==> src/rtl/cpu_host_loader.sv <==
// Host-side initiator for the CPU external memory ports: turns a valid/ready
// command stream into single-cycle SRAM strobes and bounded CPU enable windows.
module cpu_host_loader #(
  parameter int CNT_W  = 32,
  parameter int RD_LAT = 1
) (
  input  logic        clk,
  input  logic        srst,
  input  logic        cmd_valid,
  output logic        cmd_ready,
  input  logic [2:0]  cmd_op,
  input  logic [63:0] cmd_addr,
  input  logic [63:0] cmd_data,
  output logic        rsp_valid,
  input  logic        rsp_ready,
  output logic [63:0] rsp_data,
  output logic        rsp_err,
  output logic        busy,
  output logic        enable,
  output logic [63:0] addr_ext,
  output logic        wen_ext,
  output logic        ren_ext,
  output logic [31:0] wdata_ext,
  input  logic [31:0] rdata_ext,
  output logic [63:0] addr_ext_2,
  output logic        wen_ext_2,
  output logic        ren_ext_2,
  output logic [63:0] wdata_ext_2,
  input  logic [63:0] rdata_ext_2
);

  localparam int LAT_W = (RD_LAT > 1) ? $clog2(RD_LAT) : 1;

  localparam logic [2:0] OP_WR_I = 3'd0;
  localparam logic [2:0] OP_WR_D = 3'd1;
  localparam logic [2:0] OP_RD_I = 3'd2;
  localparam logic [2:0] OP_RD_D = 3'd3;
  localparam logic [2:0] OP_RUN  = 3'd4;

  typedef enum logic [2:0] {
    ST_IDLE     = 3'd0,
    ST_WRITE    = 3'd1,
    ST_RD_ISSUE = 3'd2,
    ST_RD_WAIT  = 3'd3,
    ST_RUN      = 3'd4,
    ST_RESP     = 3'd5
  } state_t;

  state_t             state_q, state_d;
  logic [2:0]         op_q, op_d;
  logic [63:0]        addr_q, addr_d;
  logic [63:0]        data_q, data_d;
  logic [CNT_W-1:0]   cnt_q, cnt_d;
  logic [LAT_W-1:0]   lat_q, lat_d;
  logic [63:0]        rsp_data_q, rsp_data_d;
  logic               rsp_err_q, rsp_err_d;

  logic               cmd_ready_q, cmd_ready_d;
  logic               rsp_valid_q, rsp_valid_d;
  logic               busy_q, busy_d;
  logic               enable_q, enable_d;
  logic [63:0]        addr_ext_q, addr_ext_d;
  logic               wen_ext_q, wen_ext_d;
  logic               ren_ext_q, ren_ext_d;
  logic [31:0]        wdata_ext_q, wdata_ext_d;
  logic [63:0]        addr_ext_2_q, addr_ext_2_d;
  logic               wen_ext_2_q, wen_ext_2_d;
  logic               ren_ext_2_q, ren_ext_2_d;
  logic [63:0]        wdata_ext_2_q, wdata_ext_2_d;

  // Handshakes: a command transfers on a cycle where cmd_valid & cmd_ready are
  // both high, a response on rsp_valid & rsp_ready; the offering side keeps its
  // payload stable until that cycle and the other side never consumes earlier.
  always_comb begin
    state_d    = state_q;
    op_d       = op_q;
    addr_d     = addr_q;
    data_d     = data_q;
    cnt_d      = cnt_q;
    lat_d      = lat_q;
    rsp_data_d = rsp_data_q;
    rsp_err_d  = rsp_err_q;

    case (state_q)
      ST_IDLE: begin
        if (cmd_valid && cmd_ready_q) begin
          op_d       = cmd_op;
          addr_d     = cmd_addr;
          data_d     = cmd_data;
          cnt_d      = cmd_data[CNT_W-1:0];
          rsp_data_d = '0;
          rsp_err_d  = 1'b0;
          case (cmd_op)
            OP_WR_I, OP_WR_D: state_d = ST_WRITE;
            OP_RD_I, OP_RD_D: state_d = ST_RD_ISSUE;
            OP_RUN: begin
              if (cmd_data[CNT_W-1:0] == '0) state_d = ST_RESP;
              else                           state_d = ST_RUN;
            end
            default: begin
              state_d   = ST_RESP;
              rsp_err_d = 1'b1;
            end
          endcase
        end
      end
      ST_WRITE: state_d = ST_RESP;
      ST_RD_ISSUE: begin
        state_d = ST_RD_WAIT;
        lat_d   = LAT_W'(RD_LAT - 1);
      end
      ST_RD_WAIT: begin
        // The final wait cycle is the one in which the SRAM presents the word.
        if (lat_q == '0) begin
          state_d = ST_RESP;
          if (op_q == OP_RD_I) rsp_data_d = {32'd0, rdata_ext};
          else                 rsp_data_d = rdata_ext_2;
        end else begin
          lat_d = lat_q - LAT_W'(1);
        end
      end
      ST_RUN: begin
        if (cnt_q == CNT_W'(1)) state_d = ST_RESP;
        else                    cnt_d   = cnt_q - CNT_W'(1);
      end
      ST_RESP: begin
        if (rsp_valid_q && rsp_ready) state_d = ST_IDLE;
      end
      default: state_d = ST_IDLE;
    endcase
  end

  // Outputs are registered from the next state so each one lines up with the
  // cycle its state occupies.
  always_comb begin
    cmd_ready_d   = (state_d == ST_IDLE);
    busy_d        = (state_d != ST_IDLE);
    rsp_valid_d   = (state_d == ST_RESP);
    enable_d      = (state_d == ST_RUN);
    wen_ext_d     = (state_d == ST_WRITE)    && (op_d == OP_WR_I);
    wen_ext_2_d   = (state_d == ST_WRITE)    && (op_d == OP_WR_D);
    ren_ext_d     = (state_d == ST_RD_ISSUE) && (op_d == OP_RD_I);
    ren_ext_2_d   = (state_d == ST_RD_ISSUE) && (op_d == OP_RD_D);
    addr_ext_d    = (wen_ext_d || ren_ext_d)     ? addr_d       : '0;
    addr_ext_2_d  = (wen_ext_2_d || ren_ext_2_d) ? addr_d       : '0;
    wdata_ext_d   = wen_ext_d                    ? data_d[31:0] : '0;
    wdata_ext_2_d = wen_ext_2_d                  ? data_d       : '0;
  end

  always_ff @(posedge clk) begin
    if (srst) begin
      state_q       <= ST_IDLE;
      op_q          <= '0;
      addr_q        <= '0;
      data_q        <= '0;
      cnt_q         <= '0;
      lat_q         <= '0;
      rsp_data_q    <= '0;
      rsp_err_q     <= 1'b0;
      cmd_ready_q   <= 1'b0;
      rsp_valid_q   <= 1'b0;
      busy_q        <= 1'b0;
      enable_q      <= 1'b0;
      addr_ext_q    <= '0;
      wen_ext_q     <= 1'b0;
      ren_ext_q     <= 1'b0;
      wdata_ext_q   <= '0;
      addr_ext_2_q  <= '0;
      wen_ext_2_q   <= 1'b0;
      ren_ext_2_q   <= 1'b0;
      wdata_ext_2_q <= '0;
    end else begin
      state_q       <= state_d;
      op_q          <= op_d;
      addr_q        <= addr_d;
      data_q        <= data_d;
      cnt_q         <= cnt_d;
      lat_q         <= lat_d;
      rsp_data_q    <= rsp_data_d;
      rsp_err_q     <= rsp_err_d;
      cmd_ready_q   <= cmd_ready_d;
      rsp_valid_q   <= rsp_valid_d;
      busy_q        <= busy_d;
      enable_q      <= enable_d;
      addr_ext_q    <= addr_ext_d;
      wen_ext_q     <= wen_ext_d;
      ren_ext_q     <= ren_ext_d;
      wdata_ext_q   <= wdata_ext_d;
      addr_ext_2_q  <= addr_ext_2_d;
      wen_ext_2_q   <= wen_ext_2_d;
      ren_ext_2_q   <= ren_ext_2_d;
      wdata_ext_2_q <= wdata_ext_2_d;
    end
  end

  assign cmd_ready   = cmd_ready_q;
  assign rsp_valid   = rsp_valid_q;
  assign rsp_data    = rsp_data_q;
  assign rsp_err     = rsp_err_q;
  assign busy        = busy_q;
  assign enable      = enable_q;
  assign addr_ext    = addr_ext_q;
  assign wen_ext     = wen_ext_q;
  assign ren_ext     = ren_ext_q;
  assign wdata_ext   = wdata_ext_q;
  assign addr_ext_2  = addr_ext_2_q;
  assign wen_ext_2   = wen_ext_2_q;
  assign ren_ext_2   = ren_ext_2_q;
  assign wdata_ext_2 = wdata_ext_2_q;

endmodule
==> config.mk <==
export PLATFORM = sky130hd
export DESIGN_NAME = cpu_host_loader
export DESIGN_NICKNAME = d
export VERILOG_FILES = /design/src/rtl/cpu_host_loader.sv
export SDC_FILE = /design/constraint.sdc
export NUM_CORES = 1
export LEC_CHECK = 0
export ABC_CLOCK_PERIOD_IN_PS = 2300
export CORE_AREA = 3 3 206 208
export CTS_BUF_LIST = sky130_fd_sc_hd__clkbuf_4
export DETAILED_ROUTE_END_ITERATION = 12
export DIE_AREA = 0 0 209 211
export GPL_TIMING_DRIVEN = 0
export PLACE_DENSITY = 0.75
export RECOVER_POWER = 25
export SYNTH_ARGS = -nofsm -noshare
export SYNTH_HDL_FRONTEND = slang
export SYNTH_SLANG_ARGS = --single-unit
==> constraint.sdc <==
create_clock -name clk -period 2.3 [get_ports clk]
set_input_delay 0.345 -clock clk [delete_from_list [all_inputs] [get_ports clk]]
set_output_delay 0.345 -clock clk [all_outputs]
set_load 0.005 [all_outputs]
; Word level (Yosys, flattened, before mapping)
; Index checks and enable logic that the tools add are counted.
[totals]
in_bits = 231
elab_cells = 97
reg_bits = 464
output_inout_bits = 297
[classes]
reduce_logical = 27
n_eq_ne = 21
n_addsub = 2
muxes = 23
n_bitwise = 4
[ops]
columns = op, count
row1 = $mux 64, 7
row2 = $pmux 64 s2, 1
row3 = $mux 32, 2
row4 = $pmux 32 s2, 1
row5 = $eq 32x1->1 const B, 1
row6 = $logic_not 32->1, 1
row7 = $sub 32x1->32 const B, 1
row8 = $eq 3x2->1 const B, 8
row9 = $mux 3, 6
row10 = $pmux 3 s6, 1
row11 = $eq 3x3->1 const B, 5
row12 = $eq 3x1->1 const B, 4
row13 = $logic_not 3->1, 4
row14 = $reduce_or 2->1, 6
row15 = $pmux 3 s3, 1
row16 = $logic_and 1x1->1, 6
row17 = $ne 2x2->1 const B, 3
row18 = $reduce_and 3->1, 2
row19 = $reduce_bool 2->1, 3
row20 = $reduce_or 5->1, 1
row21 = $not 1->1, 4
row22 = $mux 1, 3
row23 = $reduce_bool 3->1, 1
row24 = $logic_or 1x1->1, 2
row25 = other kinds (3), 3

; Longest topological paths before layout
; Gate-level depths: netlist (run 1).
[logic_depth]
ltp_word = 10
mapped_depth = 9
depth_no_buf = 8

; Worst setup path before layout (run 1)
; No wires, ideal clock.
[synth_timing]
kind = register to register
start = register cnt_q[14]
end = register cnt_q[31]
period_less_slack_ns = 2.531
required_time_ns = 2.168
setup_time_ns = 0.132
t_arrival_ns = 2.398
path_stages_with_launch = 9
n_path_buf = 2
slack_ns = -0.231
path_cell_list = dfxtp_1 -> buf_6 -> or4_4 -> or4_4 -> or3_1 -> clkbuf_2 -> o41a_1 -> o21ai_1 -> a21oi_1
[synth_between]
elab_chain_cells = 3
elab_cells_between_ends = 6
classes_between = add/sub: 1 / eq/ne: 2 / mux: 2 / reduce/logical: 1
[synth_lines]
columns = item, line
row1 = from (decl), 53  ; logic [CNT_W-1:0] cnt_q, cnt_d;
row2 = from (signal assigned), 177  ; cnt_q <= cnt_d;
row3 = $sub 32x1->32 / $eq 32x1->1 (equally long branches), "124, 123"
row4 = $mux 32 / $ne 2x2->1 (equally long branches), --
row5 = $pmux 32 s2 / $reduce_and 3->1 (equally long branches), --
; Several ways; a longest one is shown, not always the timed one. The select of a mux whose other input is x is not followed.
; A chain may end at the register's enable or synchronous reset.

; Worst setup path after layout (run 1)
[layout_timing]
start = register state_q[0]
end = register addr_ext_q[34], in the netlist addr_ext[34]
[layout_between]
elab_chain_cells = 7
elab_cells_between_ends = 22
classes_between = eq/ne: 8 / mux: 7 / bitwise: 1 / reduce/logical: 6
[layout_lines]
columns = item, line
row1 = from (decl), 49  ; state_t state_q, state_d;
row2 = from (signal assigned), 173  ; state_q <= state_d;
row3 = $eq 3x3->1 (tied with other cells), 84  ; case (state_q)
row4 = $pmux 3 s6 / $mux 3 (equally long branches), 84
row5 = $eq 3x1->1 (tied with other cells), 140  ; wen_ext_d = (state_d == ST_WRITE) && (op_d == OP_WR_I);
row6 = $logic_and 1x1->1 (on tied branches), "140, 142"
row7 = $logic_or 1x1->1, 144  ; addr_ext_d = (wen_ext_d || ren_ext_d) ? addr_d : '0;
row8 = $not 1->1 (no line), --
row9 = $reduce_or 2->1 (no line), --
row10 = to (signal assigned), 185  ; addr_ext_q <= addr_ext_d;
row11 = to (decl), 62  ; logic [63:0] addr_ext_q, addr_ext_d;
; Several ways; a longest one is shown, not always the timed one.

==> results of run 1 <==
-- layout make-up --
cell class | instances | area share [%]
diodes | 1 | 0.0109
plain buffers | 102 | 2.06
clock buffers | 161 | 5.24
clock inverters | 40 | 0.949
inverters | 7 | 0.114
multi-input cells | 1014 | 24.9
flip-flops and latches | 463 | 40.2
well taps | 532 | 2.89
repair buffers | 546 | 23.6
-- stage by stage --
step / TNS [ps] / hold slack (ps)
floorplan: -273 / 448
global placement: -416070 / 454
detailed placement: -428390 / 457
CTS: -14150 / 55.7
global route: -41210 / 133
finish: -21970 / 155
-- report_power, final --
part / switching, mW / internal (mW) / total (mW)
clock: 3.27 / 3.45 / 6.72
combinational: 2.27 / 1.70 / 3.97
sequential: 0.228 / 8.41 / 8.64
total: 5.77 / 13.6 / 19.3
-- synthesized netlist by cell type, drive strengths merged (8+ instances only) --
cell type,instances,area (µm²)
dfxtp,463,9270
nor2,454,1700
mux2i,132,1330
nand2,112,420
a21oi,78,390
clkbuf,73,275
a31oi,39,244
a22oi,33,248
buf,32,154
o21ai,30,150
nor4,19,131
nor3,16,85.1
nand2b,14,87.6
nand3,9,45.0
o32ai,9,78.8
or3,8,50.1
-- cells by family after synthesis --
family,count (synthesis),synth area share (%)
and+or+nand+nor,664,18.2
AOI/OAI and AO/OA,215,8.75
muxes,133,8.82
buffers and inverters,112,3.00
adders and majority gates,2,0.165
DFF,463,61.0
-- per-layer routing --
| metal | vias up | part of all wire (%) | GRT usage (%) | wire [µm] |
|---|---|---|---|---|
| met4 | 4 | 2.5 | 8.36 | 1330 |
| li1 | 6718 | - | - | - |
| met1 | 6636 | 40 | 28.1 | 21600 |
| met3 | 110 | 9.2 | 7.89 | 4970 |
| met5 | - | 0.044 | 0 | 24 |
| met2 | 616 | 48 | 39.7 | 26100 |
-- path summary, 6_finish.rpt --
path,from,to,slack [ps],cells after the start
setup / recovery,state_q[0],addr_ext[34],-210,8
hold / removal,srst,cnt_q[4],160,4
setup reg to reg,state_q[0],addr_ext[34],-210,8
hold reg to reg,rsp_err,rsp_err,460,2
-- timing repair --
| item | CTS | global route |
|---|---|---|
| resized for setup | 81 | 21 |
| setup endpoints to repair | 386 | 289 |
| pin swaps | 11 | 6 |
| setup buffers | 16 | 4 |
-- flip-flops by register name, summed over array words and instances, names as in the netlist, 3 cells and up --
register and flops:
state_q 3, wdata_ext 32, addr_ext 64, addr_q 64
addr_ext_2 64, data_q 64, op_q 3, wdata_ext_2 64
rsp_data 64, cnt_q 32
-- critical path, delay by kind of cell, from the launching register on --
kind / cells / cell delay [ps]
AND/OR/NAND/NOR: 4 / 1110
multiplexers: 2 / 540
flip-flops: 1 / 380
buffers and inverters: 2 / 340
==> flow_summary.ini, run 1 <==
[cells_and_area]
fin_util_pct = 56.6
nFillCells = 3610
finalInstanceArea_um2 = 23100
layout.cells.non_filler = 2866
final_common_cell = dfxtp_1
seqCellArea_um2 = 9280
multi_input_area_um2 = 5730
fin_nets = 2483
area_delta_synth_final_pct = 51.8
drive_gt1_share_pct = 12.6
layout_common_cells = dfxtp_1 (458), nor2_1 (450), clkdlybuf4s50_1 (420), clkbuf_4 (167), mux2i_1 (127)

[flow_run]
maxCapViolCount = 0

[placement]
placed_cells = 2647
placed_area_um2 = 21100
hpwl_um = 40400
gp_congestion = 0.921
dp_slack_ps = -1410
port_buffers = 526

[synth]
synth_area_um2 = 15200
ys_seq_area_share_pct = 61.0
synth_area_per_cell_um2 = 9.56
synth_seq_cells = 463
async_flop_share_pct = 0
syn_nets = 1822
synth.distinct_cells = 55
yosysWarnings = 0
synth_enable_flop_cells = 0
synth_ff_type = dfxtp_1
postSynthCellCount = 1589

[timing]
skew_ps = 57.3
period_share_pct = 109
finalSetupViolCount = 211
relSlewSlack_pct = 32.5
final_max_slew_viol_count = 0
period_minus_slack_ps = 2510
setup_ws_ps = -210
worst_pin_slew_ps = 1010
max_freq_mhz = 398
rsz0062_at_grt = true
hold_viol = 0

[clocking]
htreeDepth = 3
cts_hold_buffers = 0
clock_sinks = 463
cts_tree = yes
clock_path_buffers = 3
path_clk_slew_ps = 70
cts-root-buf = clkbuf_4
worstSkewPairLatency_ps = 810
cts_buffers = 116

[pwr]
powerDensity_nw_per_um2 = 839
p_total_mw = 19.3
leakage_nw = 8.96
ir_drop_uv = 522

[drt]
drc_errors = 0
drtIter0Drc = 998
wl_um = 54000
first_pass_iters = 8
vias_per_cell = 4.91
vias = 14084
drtAntennaViolNets = 0
wl_per_cell_um = 18.9

[floorplan]
pin_count = 528
rows = 74
coreArea_um2 = 40700
die_h_um = 211
die_area_um2 = 44100
die_w_um = 209
start_util_pct = 37.3

[grt]
grt_overflow_total = 0
grt_pass1_vias = 14177
antenna_found_initial = 4
grt_usage_pct = 23.5
grt_max_degree = 16
grt_pass1_wl_um = 81300

[status]
status = finished, violations left
failed_checks = negative setup slack

[worst_setup_path]
crit_chain = nand4bb_1, nor2_4, mux2i_1, nor3b_4, mux2i_4, buf_12, buf_4, nor2_2
critical_path.max_fanout = 10
critPathRequiredTime_ps = 2980
start_kind = flop
critPathSlowestCell = mux2i_1
crit_arrival_ps = 3190
worstSetupPathType = reg -> reg
crit_path_max_incr_delay_ps = 430
end_kind = flop

[hold_path]
hp-class = in -> reg
Note: power is estimated with default switching activity, not from simulation.
==> run 2: changes to the inputs <==
ABC_CLOCK_PERIOD_IN_PS = 2200   (was 2300)
CORE_AREA = 2 2 205 207   (was 3 3 206 208)
DIE_AREA = 0 0 207 209   (was 0 0 209 211)
clock period = 2.2 ns   (was 2.3 ns; I/O delays follow)
==> run 2 against run 1 <==
Net effect: the run still ends with negative setup slack left; sequential power increased by 5.4%; clock power increased by 4.8%; final cell count increased by 2.0%; critical path depth decreased by 1; global-route usage increased by 0.32 points; largest power group unchanged.
==> flow_summary.ini, run 2 (synthesis results as in run 1) <==
[timing]
hold_slack_ps = 161
hold_viol = 0
period_share_pct = 112
setup_ws_ps = -273
relSlewSlack_pct = 37.4
final_max_slew_viol_count = 0
rsz0062_at_grt = true
finalSetupViolCount = 163
max_freq_mhz = 404
period_minus_slack_ps = 2470
skew_ps = 47.4
worst_pin_slew_ps = 938

[floorplan]
pin_count = 528
rows = 75
die_h_um = 209
start_util_pct = 36.8
coreArea_um2 = 41300
die_w_um = 207
die_area_um2 = 43300

[status]
status = finished, violations left
failed_checks = negative setup slack

[cells_and_area]
layout_common_cells = dfxtp_1 (450), clkdlybuf4s50_1 (421), nor2_1 (342), clkbuf_4 (153), nand2_1 (110)
drive_gt1_share_pct = 22.2
fin_nets = 2533
area_delta_synth_final_pct = 66.3
final_common_cell = dfxtp_1
layout.cells.non_filler = 2922

[worst_setup_path]
start_kind = flop
crit_path_max_incr_delay_ps = 550
cp_common_cell = or4_4
end_kind = flop
crit_arrival_ps = 3170
critPathSlowestCell = or4_4
crit_chain = or4_4, or4_4, buf_6, or4_1, nor2_1, a21oi_1, o32ai_1
critical_path.max_fanout = 3
critPathRequiredTime_ps = 2900
worstSetupPathType = reg -> reg

[grt]
grt_max_degree = 17
grt_usage_pct = 23.8
antenna_found_initial = 4
grt_pass1_wl_um = 80700
grt_pass1_vias = 14194
grt_overflow_total = 0

[pwr]
powerDensity_nw_per_um2 = 849
leakage_nw = 9.59
ir_drop_uv = 598

[placement]
port_buffers = 526
placed_cells = 2654
gp_congestion = 0.950
hpwl_um = 39300

[clocking]
cts_buffers = 114
path_clk_slew_ps = 60
clock_path_buffers = 3
cts_tree = yes
worstSkewPairLatency_ps = 830
htreeDepth = 3
clock_sinks = 463
cts-root-buf = clkbuf_4

[drt]
first_pass_iters = 5
wl_um = 58400
drtAntennaViolNets = 0
vias = 14559
drc_errors = 0
drtIter0Drc = 768
vias_per_cell = 4.98
wl_per_cell_um = 20.0

[flow_run]
maxCapViolCount = 0

[hold_path]
hp-class = in -> reg
## run 2: worst max-delay path: cells and delay by family (launching register included)
family	cells	cell delay [ps]
and+or+nand+nor	4	1630
buffers and inverters	1	140
AOI/OAI and AO/OA	2	270
DFF	1	330
## run 2: through the flow
stage / TNS [ps] / power, mW / utilization, % / setup WS, ps / area [µm²]
floorplan: -8060 / 11.4 / - / -265 / 15200
global placement: -443170 / 12.8 / 51.3 / -1820 / 21200
detailed placement: -460920 / 12.9 / 51.3 / -1780 / 21200
CTS: -8820 / 20.3 / 56.0 / -247 / 23100
global route: -42940 / 22.4 / 61.2 / -371 / 25300
finish: -23360 / 21.5 / 61.2 / -273 / 25300
## run 2: where the power goes
group / total, mW / switching (mW) / internal (mW)
clock: 7.04 / 3.49 / 3.55
combinational: 5.30 / 2.89 / 2.41
sequential: 9.11 / 0.304 / 8.80
## run 2: final timing paths
kind | from | end | slack (ps) | depth (start not counted)
setup / recovery | cnt_q[12] | cnt_q[28] | -270 | 7
hold / removal | cmd_data[38] | data_q[38] | 160 | 3
setup reg to reg | cnt_q[12] | cnt_q[28] | -270 | 7
hold reg to reg | rsp_err | rsp_err | 460 | 2
## run 2: routing by layer
metal / vias to the layer above / wire length [µm] / track usage, %
met5: - / 46 / 0
met1: 7003 / 22800 / 27.6
li1: 6809 / - / -
met4: 6 / 1210 / 8.40
met3: 94 / 5100 / 8.22
met2: 647 / 29200 / 40.9
## run 2: area by class of cell
class | instances | area, µm²
diodes | 2 | 5.00
multi-input cells | 1014 | 6880
clock inverters | 46 | 277
clock buffers | 151 | 1130
plain buffers | 101 | 763
flip-flops and latches | 463 | 9290
inverters | 7 | 26.3
fillers | 3334 | 16000
well taps | 539 | 674
repair buffers | 599 | 6210
## run 2: repair_timing
| item | 4_1_cts | 5_1_grt |
|---|---|---|
| gates resized for setup | 97 | 420 |
| endpoints found under the hold margin | 0 | 1 |
| hold buffers | 0 | 1 |
| pin swaps | 13 | 83 |
| cloned | 1 | 15 |
| endpoints found under the setup margin | 411 | 323 |
| buffers inserted | 21 | 36 |
==> run 3: changes to the inputs <==
ABC_AREA = 1   (was unset)
ABC_CLOCK_PERIOD_IN_PS = unset   (was 2200)
CORE_AREA = 2 2 207 209   (was 2 2 205 207)
DIE_AREA = 0 0 209 211   (was 0 0 207 209)
DONT_BUFFER_PORTS = 1   (was unset)
PLACE_DENSITY = 0.59   (was 0.75)
==> run 3 against run 2 <==
Net effect: the flow now finishes without violations; first-iteration DRC count grew 25%; combinational power grew 24%; worst setup slack gained 330 ps; largest cell class unchanged; critical endpoint is now data_q[62]; sequential share of layout area grew 7.7 points; non-clock buffer count shrank 345; design area shrank 18%; global-route usage shrank 0.34 points; largest power group unchanged; synthesized area grew 4.8%; register-to-register slack gained 340 ps; hold slack lost 24 ps; clock power grew 2%.
==> flow_summary.ini, run 3 <==
[status]
status = finished, final reports clean

[pwr]
ir_drop_uv = 516
p_total_mw = 23.4
leakage_nw = 8.62
powerDensity_nw_per_um2 = 1120

[synth]
postSynthCellCount = 1730
async_flop_share_pct = 0
synth_ff_type = dfxtp_1
synth_area_per_cell_um2 = 9.20
yosysMostFrequentCell = dfxtp_1
netlist_top_cells_count = dfxtp_1 (463), nor2_1 (323), nand2_1 (184)
synth.distinct_cells = 34
synth_area_um2 = 15900
synth_enable_flop_cells = 0
yosysWarnings = 0
synth_seq_cells = 463
synth.area.top_cells = dfxtp_1 (58%), nor2_1 (7.6%), mux2i_1 (7.5%), a21oi_1 (5.4%), nand2_1 (4.3%)
yosysTopAreaCell = dfxtp_1
ys_seq_area_share_pct = 58.2
syn_nets = 1963
synth_top_area_share_pct = 58.2

[timing]
final.setup.tns_ps = 0
relSlewSlack_pct = 41.1
final_max_slew_viol_count = 0
finalSetupViolCount = 0
rsz0062_at_grt = true
max_freq_mhz = 467
hold_slack_ps = 137
hold_viol = 0
skew_ps = 73.2
period_minus_slack_ps = 2140
period_share_pct = 97.3
worst_pin_slew_ps = 884

[clocking]
cts_buffers = 116
path_clk_slew_ps = 60
clock_path_buffers = 3
worstSkewPairLatency_ps = 900
htreeDepth = 3
cts-root-buf = clkbuf_4
cts_tree = yes
clock_sinks = 463

[cells_and_area]
finalInstanceArea_um2 = 20800
nFillCells = 3835
final_common_cell = dfxtp_1
fin_util_pct = 49.9
multi_input_area_um2 = 6030
layout_common_cells = dfxtp_1 (460), nor2_1 (315), dlygate4sd3_1 (233), nand2_1 (182), clkbuf_4 (169)
drive_gt1_share_pct = 16.3
seqCellArea_um2 = 9270
area_delta_synth_final_pct = 30.9
fin_nets = 2323

[worst_setup_path]
critPathRequiredTime_ps = 2920
start_kind = input port
end_kind = flop
worstSetupPathType = in -> reg
crit_arrival_ps = 2860
critical_path.max_fanout = 10

[drt]
vias = 13855
drc_errors = 0
drtAntennaViolNets = 0
wl_um = 54000
vias_per_cell = 5.10
drtIter0Drc = 962
first_pass_iters = 5
wl_per_cell_um = 19.9

[floorplan]
rows = 75
die_w_um = 209
coreArea_um2 = 41800
die_area_um2 = 44100
die_h_um = 211
pin_count = 528
start_util_pct = 38.1

[grt]
grt_pass1_wl_um = 79500
grt_overflow_total = 0
grt_max_degree = 19
antenna_found_initial = 7
grt_pass1_vias = 13829
grt_usage_pct = 23.5

[flow_run]
maxCapViolCount = 0

[hold_path]
hp-class = in -> reg

[placement]
hpwl_um = 36800
port_buffers = 0
placed_area_um2 = 16600
gp_congestion = 0.933
## run 3: changes by cell type in the layout (fill, tap and decap cells not counted), sizes merged, moves of 50 or more
cell and change:
o21ai +50, a21oi +146, dlygate4sd3 +129, nor2 -122, clkdlybuf4s50 -421, nand3 +53
nand2 +76, inv +62
## run 3: where the power goes
part,leakage (nW),total [mW],switching (mW),internal (mW)
logic,4.02,6.56,4.27,2.29
clock network,0.863,7.18,3.54,3.64
registers,3.74,9.62,0.495,9.13
total,8.62,23.4,8.31,15.1
## run 3: path summary, 6_finish.rpt
kind	cells after the start	slack [ps]	start	endpoint
setup / recovery	5	60	srst	data_q[62]
hold / removal	7	140	cmd_data[20]	state_q[0]
setup reg to reg	11	70	cnt_q[14]	addr_ext[1]
hold reg to reg	2	470	data_q[34]	wdata_ext_2[34]
## run 3: stage by stage
step	worst slack, ps	cells
6_report	58.7	2718
5_1_grt	-44.2	2718
4_1_cts	1.28	2705
3_5_place_dp	-721	2269
3_3_place_gp	-697	2269
2_1_floorplan	468	1730
## run 3: layout make-up
type                    count  share of cell area [%]
repair buffers            242                    11.7
flip-flops and latches    463                    44.5
diodes                      5                  0.0600
multi-input cells        1087                    28.9
well taps                 539                    3.24
clock inverters            40                    1.14
clock buffers             162                    5.84
plain buffers             113                    3.41
inverters                  67                    1.21
## run 3: what timing repair did
item,in CTS,in global routing
setup endpoints to repair,406,285
hold buffers,233,0
setup buffers,0,7
cloned,1,1
hold endpoints to repair,459,0
pin swaps,2,4
gates resized for setup,30,88
## run 3: logic make-up (layout without fill, tap and decap cells)
| group | Yosys count | count (layout) | share of synthesized area, % |
|---|---|---|---|
| xor gates and xnor gates | 10 | 10 | 0.550 |
| buffers and inverters | 180 | 624 | 5.12 |
| other | 0 | 5 | 0 |
| adders and majority gates | 2 | 2 | 0.157 |
| DFF | 463 | 463 | 58.2 |
| AOI/OAI and AO/OA | 354 | 354 | 13.1 |
| muxes | 120 | 120 | 7.54 |
| and+or+nand+nor | 601 | 601 | 15.3 |
## run 3: per-layer routing
layer | global-route usage, % | up-vias | part of all wire [%]
met5 | 0 | - | 0.048
met3 | 6.78 | 169 | 7.4
met2 | 39.1 | 649 | 48
met4 | 12.0 | 4 | 4.2
li1 | - | 6480 | -
met1 | 27.7 | 6553 | 40
## run 3: worst max-delay path, stage by stage
cell	delay [ps]
dlygate4sd3_1	520
clkbuf_1	480
clkbuf_1	730
clkbuf_1	670
nor2_1	110
